`src/rtl/uart_tx_buffered_pkg.sv`:
```
// Shared definitions for the buffered UART transmitter: FSM state encoding,
// oversampling ratio and the standard divider / stop-bit settings.
package uart_tx_buffered_pkg;

    typedef enum logic [1:0] {
        ST_IDLE  = 2'b00,
        ST_START = 2'b01,
        ST_DATA  = 2'b10,
        ST_STOP  = 2'b11
    } tx_state_e;

    localparam int OVERSAMPLE       = 16;
    localparam int DVSR_DEFAULT     = 163;   // 50 MHz / (16 * 19200)
    localparam int DVSR_BIT_DEFAULT = 8;
    localparam int SB_TICK_1        = 16;
    localparam int SB_TICK_1P5      = 24;
    localparam int SB_TICK_2        = 32;

endpackage

```
`src/rtl/uart_tx_buffered_fifo.sv`:
```
// Small synchronous FIFO with registered full/empty flags; a write into a full
// FIFO is still accepted when a pop happens in the same cycle.
module uart_tx_buffered_fifo
    import uart_tx_buffered_pkg::*;
#(
    parameter int B = 8,
    parameter int W = 2
) (
    input  logic         clk,
    input  logic         reset,
    input  logic         wr,
    input  logic         rd,
    input  logic [B-1:0] w_data,
    output logic [B-1:0] r_data,
    output logic         full,
    output logic         empty
);

    logic [B-1:0] mem_r [2**W];
    logic [W-1:0] w_ptr_r, r_ptr_r, w_ptr_next_s, r_ptr_next_s, w_succ_s, r_succ_s;
    logic         full_r, empty_r, full_next_s, empty_next_s;
    logic         wr_en_s, rd_en_s;

    assign rd_en_s  = rd & ~empty_r;
    assign wr_en_s  = wr & (~full_r | rd_en_s);
    assign w_succ_s = w_ptr_r + W'(1);
    assign r_succ_s = r_ptr_r + W'(1);
    assign r_data   = mem_r[r_ptr_r];
    assign full     = full_r;
    assign empty    = empty_r;

    // Storage array write port
    always_ff @(posedge clk) begin
        if (wr_en_s) begin
            mem_r[w_ptr_r] <= w_data;
        end
    end

    // Pointer and flag registers
    always_ff @(posedge clk or posedge reset) begin
        if (reset) begin
            w_ptr_r <= {W{1'b0}};
            r_ptr_r <= {W{1'b0}};
            full_r  <= 1'b0;
            empty_r <= 1'b1;
        end else begin
            w_ptr_r <= w_ptr_next_s;
            r_ptr_r <= r_ptr_next_s;
            full_r  <= full_next_s;
            empty_r <= empty_next_s;
        end
    end

    // Next pointers and flags; simultaneous write and pop leaves the fill level unchanged
    always_comb begin
        w_ptr_next_s = w_ptr_r;
        r_ptr_next_s = r_ptr_r;
        full_next_s  = full_r;
        empty_next_s = empty_r;
        case ({wr_en_s, rd_en_s})
            2'b01: begin
                r_ptr_next_s = r_succ_s;
                full_next_s  = 1'b0;
                empty_next_s = (r_succ_s == w_ptr_r);
            end
            2'b10: begin
                w_ptr_next_s = w_succ_s;
                empty_next_s = 1'b0;
                full_next_s  = (w_succ_s == r_ptr_r);
            end
            2'b11: begin
                w_ptr_next_s = w_succ_s;
                r_ptr_next_s = r_succ_s;
            end
            default: begin
                w_ptr_next_s = w_ptr_r;
                r_ptr_next_s = r_ptr_r;
            end
        endcase
    end

endmodule

```
`src/rtl/uart_tx_buffered.sv`:
```
// UART transmitter with input FIFO: pops queued bytes and shifts them out as
// start / DBIT data (LSB first) / stop frames timed by an oversample-tick divider.
module uart_tx_buffered
    import uart_tx_buffered_pkg::*;
#(
    parameter int DBIT     = 8,
    parameter int SB_TICK  = SB_TICK_1,
    parameter int DVSR     = DVSR_DEFAULT,
    parameter int DVSR_BIT = DVSR_BIT_DEFAULT,
    parameter int FIFO_W   = 2
) (
    input  logic       clk,
    input  logic       reset,
    input  logic       wr_uart,
    input  logic [7:0] w_data,
    output logic       tx_full,
    output logic       tx_busy,
    output logic       tx_done_tick,
    output logic       tx
);

    localparam int                N_W       = (DBIT > 1) ? $clog2(DBIT) : 1;
    localparam logic [4:0]        S_LAST    = 5'(OVERSAMPLE - 1);
    localparam logic [4:0]        STOP_LAST = 5'(SB_TICK - 1);
    localparam logic [N_W-1:0]    N_LAST    = N_W'(DBIT - 1);
    localparam logic [DVSR_BIT-1:0] DIV_LAST = DVSR_BIT'(DVSR - 1);

    tx_state_e           state_r, state_next_s;
    logic [DVSR_BIT-1:0] div_r, div_next_s;
    logic [4:0]          s_r, s_next_s;
    logic [N_W-1:0]      n_r, n_next_s;
    logic [DBIT-1:0]     b_r, b_next_s;
    logic                tx_r, tx_next_s;
    logic                done_r, done_next_s;
    logic                busy_r;
    logic                s_tick_s, pop_s, fifo_empty_s, fifo_full_s;
    logic [7:0]          fifo_r_data_s;

    uart_tx_buffered_fifo #(.B(8), .W(FIFO_W)) u_fifo (
        .clk    (clk),
        .reset  (reset),
        .wr     (wr_uart),
        .rd     (pop_s),
        .w_data (w_data),
        .r_data (fifo_r_data_s),
        .full   (fifo_full_s),
        .empty  (fifo_empty_s)
    );

    assign s_tick_s     = (div_r == DIV_LAST);
    assign tx           = tx_r;
    assign tx_busy      = busy_r;
    assign tx_done_tick = done_r;
    assign tx_full      = fifo_full_s;

    // State, counters, shift register and registered pin outputs
    always_ff @(posedge clk or posedge reset) begin
        if (reset) begin
            state_r <= ST_IDLE;
            div_r   <= {DVSR_BIT{1'b0}};
            s_r     <= 5'd0;
            n_r     <= {N_W{1'b0}};
            b_r     <= {DBIT{1'b0}};
            tx_r    <= 1'b1;
            done_r  <= 1'b0;
            busy_r  <= 1'b0;
        end else begin
            state_r <= state_next_s;
            div_r   <= div_next_s;
            s_r     <= s_next_s;
            n_r     <= n_next_s;
            b_r     <= b_next_s;
            tx_r    <= tx_next_s;
            done_r  <= done_next_s;
            busy_r  <= (state_next_s != ST_IDLE);
        end
    end

    // Baud divider: parked at zero while idle so every frame starts phase-aligned
    always_comb begin
        if (state_r == ST_IDLE) begin
            div_next_s = {DVSR_BIT{1'b0}};
        end else if (s_tick_s) begin
            div_next_s = {DVSR_BIT{1'b0}};
        end else begin
            div_next_s = div_r + DVSR_BIT'(1);
        end
    end

    // Frame sequencing; tx_next_s reflects the current state so the pin lags one clock
    always_comb begin
        state_next_s = state_r;
        s_next_s     = s_r;
        n_next_s     = n_r;
        b_next_s     = b_r;
        tx_next_s    = 1'b1;
        done_next_s  = 1'b0;
        pop_s        = 1'b0;
        case (state_r)
            ST_IDLE: begin
                if (!fifo_empty_s) begin
                    b_next_s     = fifo_r_data_s[DBIT-1:0];
                    pop_s        = 1'b1;
                    s_next_s     = 5'd0;
                    state_next_s = ST_START;
                end else begin
                    state_next_s = ST_IDLE;
                end
            end
            ST_START: begin
                tx_next_s = 1'b0;
                if (s_tick_s) begin
                    if (s_r == S_LAST) begin
                        s_next_s     = 5'd0;
                        n_next_s     = {N_W{1'b0}};
                        state_next_s = ST_DATA;
                    end else begin
                        s_next_s = s_r + 5'd1;
                    end
                end else begin
                    s_next_s = s_r;
                end
            end
            ST_DATA: begin
                tx_next_s = b_r[0];
                if (s_tick_s) begin
                    if (s_r == S_LAST) begin
                        s_next_s = 5'd0;
                        b_next_s = b_r >> 1;
                        if (n_r == N_LAST) begin
                            state_next_s = ST_STOP;
                        end else begin
                            n_next_s = n_r + N_W'(1);
                        end
                    end else begin
                        s_next_s = s_r + 5'd1;
                    end
                end else begin
                    s_next_s = s_r;
                end
            end
            ST_STOP: begin
                tx_next_s = 1'b1;
                if (s_tick_s) begin
                    if (s_r == STOP_LAST) begin
                        done_next_s  = 1'b1;
                        state_next_s = ST_IDLE;
                    end else begin
                        s_next_s = s_r + 5'd1;
                    end
                end else begin
                    s_next_s = s_r;
                end
            end
            default: begin
                state_next_s = ST_IDLE;
            end
        endcase
    end

endmodule

```
`config.mk`:
```
export PLATFORM = sky130hd
export DESIGN_NAME = uart_tx_buffered
export DESIGN_NICKNAME = d
export VERILOG_FILES = /design/src/rtl/uart_tx_buffered_pkg.sv /design/src/rtl/uart_tx_buffered_fifo.sv /design/src/rtl/uart_tx_buffered.sv
export SDC_FILE = /design/constraint.sdc
export NUM_CORES = 1
export LEC_CHECK = 0
export BUFFER_PORTS_ARGS = -buffer_cell sky130_fd_sc_hd__buf_2
export CAP_MARGIN = 20
export CORE_MARGIN = 2
export CORE_UTILIZATION = 61
export DETAILED_ROUTE_END_ITERATION = 7
export HOLD_SLACK_MARGIN = 0.12
export PLACE_DENSITY = 0.78
export SYNTH_ARGS = -nofsm -noshare
export SYNTH_HDL_FRONTEND = slang
export SYNTH_SLANG_ARGS = --single-unit
```
`constraint.sdc`:
```
create_clock -name clk -period 2.2 [get_ports clk]
set_input_delay 0.22 -clock clk [delete_from_list [all_inputs] [get_ports clk]]
set_output_delay 0.22 -clock clk [all_outputs]
set_load 0.01 [all_outputs]
```
After elaboration in Yosys (flattened, before gate mapping)

Memory sizes are Yosys's and may differ from the RTL's.
Index checks and enable logic that the tools add are counted.

Register bits: 35
RAM bits: 32
Logic and storage cells: 91
Memories: 1
Bits in read-only memories: 0
Bits in latches: 0

Memory list:

| name         | words | bits a word | rd ports | clocked after memory_dff | write ports | line                        | RTL |
|---|---|---|---|---|---|---|---|
| u_fifo.mem_r | 4     | 8           | 1        | 0                        | 1           | uart_tx_buffered_fifo.sv:19 | `logic [B-1:0] mem_r [2**W];` |

Eq/ne operators: 20
Bitwise gates (word level): 5
Reductions and logical operators: 11
Add/subtract/negate cells: 5
Divide/modulo/power cells: 0
Magnitude comparators: 0
Shifts and indexed selects: 0
Mux-type cells: 37
$mul: 0

Operator list:

| cell                                           | count |
|---|---|
| two-way mux 8 bit                              | 5 |
| two-way mux 5 bit                              | 5 |
| != test 2 bit (second input constant)          | 8 |
| one-hot mux 8 bit (2 select lines)             | 1 |
| two-way mux 3 bit                              | 5 |
| one-hot mux 5 bit (3 select lines)             | 1 |
| two-way mux 2 bit                              | 7 |
| adder 8 x 1 -> 8 bit (second input constant)   | 1 |
| == test 2 bit (second input constant)          | 4 |
| == test 8 bit (second input constant)          | 1 |
| two-way mux 1 bit                              | 8 |
| one-hot mux 2 bit (4 select lines)             | 1 |
| AND reduction 4 bit                            | 2 |
| nonzero test 2 bit                             | 4 |
| one-hot mux 1 bit (2 select lines)             | 3 |
| one-hot mux 3 bit (2 select lines)             | 1 |
| AND reduction 6 bit                            | 1 |
| OR reduction 2 bit                             | 3 |
| adder 5 x 1 -> 5 bit (second input constant)   | 1 |
| == test 5 x 4 -> 1 bit (second input constant) | 1 |
| adder 2 x 1 -> 2 bit (second input constant)   | 2 |
| == test 2 x 1 -> 1 bit (second input constant) | 2 |
| == test 2 bit                                  | 2 |
| adder 3 x 1 -> 3 bit (second input constant)   | 1 |
| 6 further kinds                                | 8 |

Depth between registers and ports, before layout

Gate-level depths: netlist of run 1.

Depth in word-level cells: 7
Gate-level depth with buffers: 8

Hierarchy

Synthesis of run 1 repeated with hierarchy kept, for this count alone.

Cells, all modules: 233
Area, all modules: 3223.1 µm²

By module, submodules not included:

| module                | area an instance (µm²) | cells each | times used |
|---|---|---|---|
| uart_tx_buffered      | 1656.6                 | 153        | 1 |
| uart_tx_buffered_fifo | 1566.5                 | 80         | 1 |

Least setup slack after synthesis of run 1

No wires, ideal clock.

Path kind: register to register
Start point: reg s_r[0]
End point: reg b_r[0]
Library setup time: 0.125 ns
Stages on the path, launching flop included: 8
Arrival: 1.851 ns
Path slack: 0.224 ns
Buffers on the path: 0
Clock period less this slack: 1.976 ns
Cell sequence: dfrtp_1 > ha_1 > and3_1 > ha_1 > nand4bb_1 > nor2_1 > o21ai_2 > mux2_2

Cells in the longest elaborated chain, start to end: 3

RTL lines:

| item                          | line                    | RTL |
|---|---|---|
| start: declaration            | uart_tx_buffered.sv:30  | `logic [4:0] s_r, s_next_s;` |
| start signal: assignment      | uart_tx_buffered.sv:70  | `s_r <= s_next_s;` |
| == test 5 x 4 -> 1 bit        | uart_tx_buffered.sv:127 | `if (s_r == S_LAST) begin` |
| != test 2 bit (no line)       | -                       |  |
| AND reduction 4 bit (no line) | -                       |  |
| end signal: assignment        | uart_tx_buffered.sv:63  | `b_r <= {DBIT{1'b0}};` |
| end signal: assignment        | uart_tx_buffered.sv:72  | `b_r <= b_next_s;` |
| end: declaration              | uart_tx_buffered.sv:32  | `logic [DBIT-1:0] b_r, b_next_s;` |

No other way between the ends.
A chain may end at the register's enable or synchronous reset.

Final worst setup path of run 1

Start point: reg s_r[0]
End point: reg busy_r (netlist: tx_busy)

Cells in the longest elaborated chain, start to end: 5
Elaborated cells on any way between the ends: 9

RTL lines:

| item                                        | line                                                                      | RTL |
|---|---|---|
| == test 5 x 4 -> 1 bit (*)                  | uart_tx_buffered.sv:113, uart_tx_buffered.sv:127, uart_tx_buffered.sv:145 |  |
| two-way mux 2 bit, on equally long branches | uart_tx_buffered.sv:145, uart_tx_buffered.sv:113, uart_tx_buffered.sv:127 |  |
| two-way mux 2 bit, on equally long branches | uart_tx_buffered.sv:144, uart_tx_buffered.sv:112, uart_tx_buffered.sv:126 |  |
| one-hot mux 2 bit (4 select lines) (*)      | uart_tx_buffered.sv:99                                                    | `case (state_r)` |
| via state_next_s[1]                         | uart_tx_buffered.sv:28                                                    | `tx_state_e state_r, state_next_s;` |
| nonzero test 2 bit (*)                      | uart_tx_buffered.sv:75                                                    | `busy_r <= (state_next_s != ST_IDLE);` |
| end signal: assignment                      | uart_tx_buffered.sv:75                                                    |  |
| end: declaration                            | uart_tx_buffered.sv:35                                                    | `logic busy_r;` |

Mark *: on every way through the listed nets, which the timed path passes. The rest lies on a longest branch.

==> run metrics, run 1 <==
outcome=completed; P_leak=1.54 nW; Hold Fails Final Rpt=0; Via-to-Cell Ratio=5.50; non-filler cells, final=341; Final Wtd Congestion=0.772; grt ovf=0; Max IR drop VDD=0.755 mV; Seq/Total Area, Yosys=56.7%; starting density of the core=63.5%; global-route wire length before repair=9370 um; Hold Path Depth=1; met1 WL=2410 um; vias in the first global route=2086; setup_tns=0 ns; Fillers=359; final wirelength=5370 um; RSZ-0062 raised after global routing=no; type of the worst min-delay path=reg2reg; Layout Utilization=73.4%; Slew HR=67.5%; Routed met3 length=135 um; via count=1875; # IOs=15; die area=5920 sq um; initial DRC count=82; Final min period=2.05 ns; Core Area=5110 sq um; #FFs+latches synth=67; FMAX=487 MHz; Final ANT Viol Nets=0; share of cells above drive strength 1=29.2%; placed cell count=316; dominant synthesized flop cell=dfrtp_1; Max Used Layer=met4; H-tree levels=3; mapped cell area=3250 sq um; Worst Skew=0.00889 ns; Area growth syn-to-layout=15.6%; Post-synth EDFFs=32; syn_nets=259; CP Max Fanout=4; die width=76.9 um; post-synthesis instance total=229; Post-Layout Inst Area=3750 sq um; # DRC=0; Seq pwr share=44.0%; CP Data Required Time=2.42 ns; Clock power frac=23.1%; CP cell instances=ha_2, and3_4, ha_2, nand4bb_4, o21ai_1, a221oi_2, or4_1; Port-buffer cells=14; # rows=26; CTS tree=built; asr flop ratio synth=52.2%; Avg Cell Area, Syn=14.2 sq um; Final Net Count=296; antenna violations before repair=0; max-cap violations=0; max incr delay on CP=0.52 ns; Net Switching=0.00135 W; Final Setup Violations=0; clk buf depth=2; slowest CP cell=or4_1; Gate power share=32.9%; Cell variety after synth=53; hpwl dp=3670 um; Synth warnings=0; Tot GR Track Use=20.7%; Worst setup EP type=flip-flop; Routed wire per std cell=15.8 um; antenna cells=0; startpoint types=flip-flop; reg2reg path depth=7; drt pass-1 iters=4; Worst-path clk slew=0.07 ns; total CTS buffers=9; Cell Int Power=0.00298 W; Worst-Skew Late Latency=0.35 ns; Die Span Y=76.9 um; area of placed instances=3440 sq um; Pins Over Slew Limit=0; CTS sink cnt=67; part of the cycle the worst path needs=93.4%; largest net degree at the start of global routing=36; crit-path most repeated cell=ha_2; PwrDens=1150 nW/um^2; Critical Path AT=2.28 ns; WL met2=2730 um; actual slew at the worst max-slew pin=0.487 ns; Sw Ratio=31.1%; clock root cell=clkbuf_8; Critical Setup Path Class=reg2reg; hold slack=0.478 ns; Post-CTS Setup Bufs=0
metal layers:
layer | vias up | global-route usage [%]
met3 | 9 | 4.94
li1 | 918 | -
met1 | 927 | 24.8
met5 | - | 0
met4 | 0 | 9.82
met2 | 21 | 35.2
timing repair:
item | CTS | global route
hold buffers | 9 | 0
endpoints found under the hold margin | 65 | 0
endpoints found under the setup margin | 0 | 1
gates resized for setup | 0 | 5
cells by family after synthesis:
group | after synthesis | share of synthesized area [%]
flip-flops | 67 | 56.7
adder cells (fa/ha/maj) | 19 | 7.32
AND/OR/NAND/NOR | 57 | 10.6
multiplexers | 26 | 12.1
XOR/XNOR | 12 | 3.24
AO/OA/AOI/OAI | 30 | 7.67
buffers and inverters | 18 | 2.35
cell usage in the layout (no fill, tap or decap), types with 7 or more instances in the layout:
cell type	count
xor2_1	7
inv_1	12
buf_2	14
ha_1	17
nand2_1	7
edfxtp_1	32
dfrtp_1	33
mux2_2	16
buf_4	9
nor2_1	14
dlygate4sd3_1	9
clkbuf_8	10
cell type report:
cell class / instances / area [sq um] / area share [%]
Multi-Input combinational cell: 144 / 1360 / 36.2
Sequential cell: 67 / 1840 / 49.0
Timing Repair Buffer: 32 / 228 / 6.07
Clock inverter: 6 / 55.1 / 1.47
Clock buffer: 10 / 138 / 3.67
Inverter: 12 / 45.0 / 1.20
Tap cell: 70 / 87.6 / 2.33
synthesized netlist by cell type, types with 2 or more instances:
cell type,count,area (sq um)
nor3_1,3,15.0
o21ai_0,4,20.0
ha_1,19,238
a21o_1,2,15.0
dfstp_2,2,52.6
nor2_1,15,56.3
mux4_1,2,52.6
dfrtp_1,33,826
nand2_1,7,26.3
or2_2,2,12.5
a21oi_1,4,20.0
xor2_1,7,61.3
mux2_2,16,180
edfxtp_1,32,961
nand2b_1,2,12.5
mux4_2,6,135
and3_1,5,31.3
inv_1,12,45.0
xnor2_1,5,43.8
nand3_1,6,30.0
o21ai_1,2,10.0
clkbuf_1,4,15.0
and2_1,4,25.0
a22o_1,5,43.8
nor2b_1,2,12.5
critical path, delay by kind of cell (launching register included):
family                   cells  cell delay, ns
AO/OA/AOI/OAI                2            0.26
adder cells (fa/ha/maj)      2            0.41
flip-flops                   1            0.40
AND/OR/NAND/NOR              3            0.86
sequential cells by signal, summed over array words and instances (netlist names):
name            flops
tx_busy             1
div_r               8
u_fifo.r_ptr_r      2
u_fifo.w_ptr_r      2
tx                  1
u_fifo.full         1
n_r                 3
u_fifo.empty        1
s_r                 5
u_fifo.mem_r       32
state_r             2
b_r                 8
tx_done_tick        1
power groups by stage:
stage / clock network (W) / registers, W / logic, W
6_report: 0.00100 / 0.00191 / 0.00142
4_1_cts: 0.00102 / 0.00191 / 0.00144
2_1_floorplan: 0 / 0.00183 / 0.00117
3_3_place_gp: 0 / 0.00192 / 0.00138
5_1_grt: 0.00107 / 0.00195 / 0.00159
3_5_place_dp: 0 / 0.00193 / 0.00142
worst paths after layout:
check / end / start / slack (ns)
max: tx_busy / s_r[0] / 0.15
max in group asynchronous: u_fifo.empty / reset / 1.33
max reg2reg: tx_busy / s_r[0] / 0.15
min in group asynchronous: div_r[6] / reset / 0.51
min reg2reg: b_r[7] / b_r[7] / 0.48
min: b_r[7] / b_r[7] / 0.48
per-stage QoR:
| step | setup WS, ns | power (W) |
|---|---|---|
| after floorplan | 0.224 | 0.00300 |
| after global placement | 0.150 | 0.00330 |
| after detailed placement | 0.0994 | 0.00336 |
| after CTS | 0.0819 | 0.00437 |
| after global routing | 0.0275 | 0.00461 |
| final | 0.146 | 0.00433 |
Power figures use the tool's default switching activity.
==> inputs of run 2 (changes only) <==
- ABC_AREA: default -> 1
==> run metrics, run 2 <==
setup_tns=0 ns (unchanged); # IOs=15 (unchanged); Post-CTS Setup Bufs=0 (unchanged); max-cap violations=0 (unchanged); max incr delay on CP=0.39 ns (was 0.52 ns); slowest CP cell=dfrtp_1 (was or4_1); Tot GR Track Use=22.7% (was 20.7%); Regs by FF count=u_fifo.mem_r (32), b_r (8), div_r (8) (unchanged); Critical Setup Path Class=reg2reg (unchanged); # DRC=0 (unchanged); Synth warnings=0 (unchanged); Final Setup Violations=0 (unchanged); CP cell instances=inv_1, ha_1, inv_2, nor2_4, o21ai_1, inv_1, ha_1, inv_1, o21ai_0, o32ai_1 (was ha_2, and3_4, ha_2, nand4bb_4, o21ai_1, a221oi_2, or4_1); via count=2327 (was 1875); # rows=26 (unchanged); Worst Skew=0.00504 ns (was 0.00889 ns); most common cell after layout, fill and taps aside=nand2_1 (was dfrtp_1); Net Switching=0.000738 W (was 0.00135 W); Final Net Count=402 (was 296); post-synthesis instance total=333 (was 229); Sw Ratio=25.1% (was 31.1%); type of the worst min-delay path=in2reg (was reg2reg); Place WS=0.127 ns (was 0.0994 ns); antenna violations before repair=0 (unchanged); syn_nets=363 (was 259); drt pass-1 iters=6 (was 4); share of cells above drive strength 1=13.8% (was 29.2%); cell taking the most area after synthesis=edfxtp_1 (unchanged); Worst-Skew Late Latency=0.34 ns (was 0.35 ns); CTS tree=built (unchanged); FMAX=504 MHz (was 487 MHz); die area=5840 sq um (was 5920 sq um); Gate power share=14.1% (was 32.9%); CP Data Required Time=2.43 ns (was 2.42 ns); Final Wtd Congestion=0.816 (was 0.772); min-delay src=wr_uart (was b_r[7]); top cell type's share of synthesized area=30.0% (was 29.6%); starting density of the core=63.0% (was 63.5%); final wirelength=5930 um (was 5370 um); die width=76.4 um (was 76.9 um); GR Util met3=4.03% (was 4.94%); startpoint types=flip-flop (unchanged); Reg with most FFs=u_fifo.mem_r (unchanged); #FFs+latches synth=67 (unchanged); Avg Cell Area, Syn=9.60 sq um (was 14.2 sq um); Cell Int Power=0.00220 W (was 0.00298 W); Max IR drop VDD=0.544 mV (was 0.755 mV); crit-path most repeated cell=inv_1 (was ha_2); Pins Over Slew Limit=0 (unchanged); P_leak=1.68 nW (was 1.54 nW); Port-buffer cells=14 (unchanged); mapped cell area=3200 sq um (was 3250 sq um); PwrDens=798 nW/um^2 (was 1150 nW/um^2); most frequent cells in the layout=92 x nand2_1, 36 x nand3_1, 35 x inv_1 (was 33 x dfrtp_1, 32 x edfxtp_1, 17 x ha_1); Post-synth EDFFs=32 (unchanged); H-tree levels=3 (unchanged); synth top area cells=edfxtp_1 30%, dfrtp_1 26%, nand2_1 11% (was edfxtp_1 30%, dfrtp_1 25%, ha_1 7.3%); clk buf depth=2 (unchanged); Worst Setup Slack, final=0.217 ns (was 0.146 ns); Critical Path AT=2.22 ns (was 2.28 ns); actual slew at the worst max-slew pin=0.493 ns (was 0.487 ns); Seq/Total Area, Yosys=57.5% (was 56.7%); Buf/Inv on CP=4 (was 0); grt ovf=0 (unchanged); CTS sink cnt=67 (unchanged); antenna cells=0 (unchanged); global-route wire length before repair=10400 um (was 9370 um); Area growth syn-to-layout=15.2% (was 15.6%); clock root cell=clkbuf_8 (unchanged); vias in the first global route=2389 (was 2086); Hold Fails Final Rpt=0 (unchanged); dominant synthesized flop cell=dfrtp_1 (unchanged); Die Span Y=76.4 um (was 76.9 um); top cells by count, synth=92 x nand2_1, 36 x nand3_1, 35 x inv_1, 33 x dfrtp_1, 32 x edfxtp_1 (was 33 x dfrtp_1, 32 x edfxtp_1, 19 x ha_1, 16 x mux2_2, 15 x nor2_1); Core Area=5070 sq um (was 5110 sq um); largest net degree at the start of global routing=36 (unchanged); CP Max Fanout=5 (was 4); hpwl dp=4120 um (was 3670 um); outcome=completed (unchanged); Final ANT Viol Nets=0 (unchanged); asr flop ratio synth=52.2% (unchanged); Clock power frac=33.0% (was 23.1%); global routing usage on met2=35.1% (was 35.2%); part of the cycle the worst path needs=90.1% (was 93.4%); Top Usage Layer GRT=met2 (unchanged); Routed wire per std cell=13.3 um (was 15.8 um); met1 usage=30.3% (was 24.8%); Worst-path clk slew=0.07 ns (about the same); RSZ-0062 raised after global routing=no (unchanged); Largest register FFs=32 (unchanged); initial DRC count=182 (was 82); Top Family by Delay on Critical Path=adder cells (was simple AND/OR/NAND/NOR gates); Seq pwr share=52.9% (was 44.0%); Cell variety after synth=31 (was 53); Via-to-Cell Ratio=5.21 (was 5.50); CP Launch Point=state_r[0] (was s_r[0]); Worst setup EP type=flip-flop (unchanged); most frequent cell after synthesis=nand2_1 (was dfrtp_1); reg2reg start=state_r[0] (was s_r[0]); total CTS buffers=9 (unchanged); Final min period=1.98 ns (was 2.05 ns); Slew HR=67.1% (was 67.5%)
[run 2: worst register-to-register path: cells and delay by family, from the launching register on]
family                     cells  cell delay (ns)
buffers and inverters          4             0.39
DFF                            1             0.39
and+or+nand+nor                1             0.06
adders and majority gates      2             0.55
AOI/OAI and AO/OA              3             0.49
[run 2: timing repair]
action,4_1_cts,5_1_grt
hold buffers,9,0
hold endpoints to repair,65,0
endpoints found under the setup margin,0,1
gates resized for setup,0,1
[run 2: metal layers]
metal / vias up / share of wire [%]
met3: 13 / 4.9
met2: 61 / 50
met4: 0 / 1.9
met1: 1083 / 44
li1: 1170 / -
met5: - / 0
[run 2: cell type report]
| class | count | area [sq um] |
|---|---|---|
| repair buffers | 33 | 235 |
| multi-input cells | 221 | 1180 |
| clock buffers | 13 | 149 |
| well taps | 70 | 87.6 |
| fillers | 379 | 1390 |
| clock inverters | 3 | 40.0 |
| inverters | 40 | 153 |
| flip-flops and latches | 67 | 1840 |
[run 2: cell families (layout without fill, tap and decap cells)]
family                   after synthesis  count (layout)  share of synthesized area (%)
AND/OR/NAND/NOR                      163             163                           22.1
flip-flops                            67              67                           57.5
buffers and inverters                 45              89                           5.56
AO/OA/AOI/OAI                         32              32                           5.52
adder cells (fa/ha/maj)               19              19                           7.43
XOR/XNOR                               7               7                           1.92
[run 2: power groups by stage]
stage / registers [W] / logic [W] / clock network, W
6_report: 0.00155 / 0.000415 / 0.000971
5_1_grt: 0.00157 / 0.000491 / 0.00104
4_1_cts: 0.00155 / 0.000421 / 0.000987
3_5_place_dp: 0.00158 / 0.000406 / 0
3_3_place_gp: 0.00157 / 0.000382 / 0
2_1_floorplan: 0.00157 / 0.000254 / 0
[run 2: stage by stage]
stage          power (W)  instance area [sq um]  utilization (%)  hold WS, ns  instances
4_1_cts          0.00296                   3680             72.6        0.469        447
3_3_place_gp     0.00195                   3410             67.1        0.338        422
6_report         0.00294                   3680             72.6        0.443        447
3_5_place_dp     0.00198                   3410             67.1        0.339        422
5_1_grt          0.00310                   3680             72.6        0.510        447
2_1_floorplan    0.00182                   3200                -        0.319        333
[run 2: final timing paths]
check	endpoint	depth (start not counted)	slack (ns)
min in group asynchronous	n_r[1]	4	0.52
min reg2reg	tx	2	0.48
max reg2reg	u_fifo.full	10	0.22
min	u_fifo.empty	6	0.44
max in group asynchronous	u_fifo.empty	4	1.32
max	u_fifo.full	10	0.22
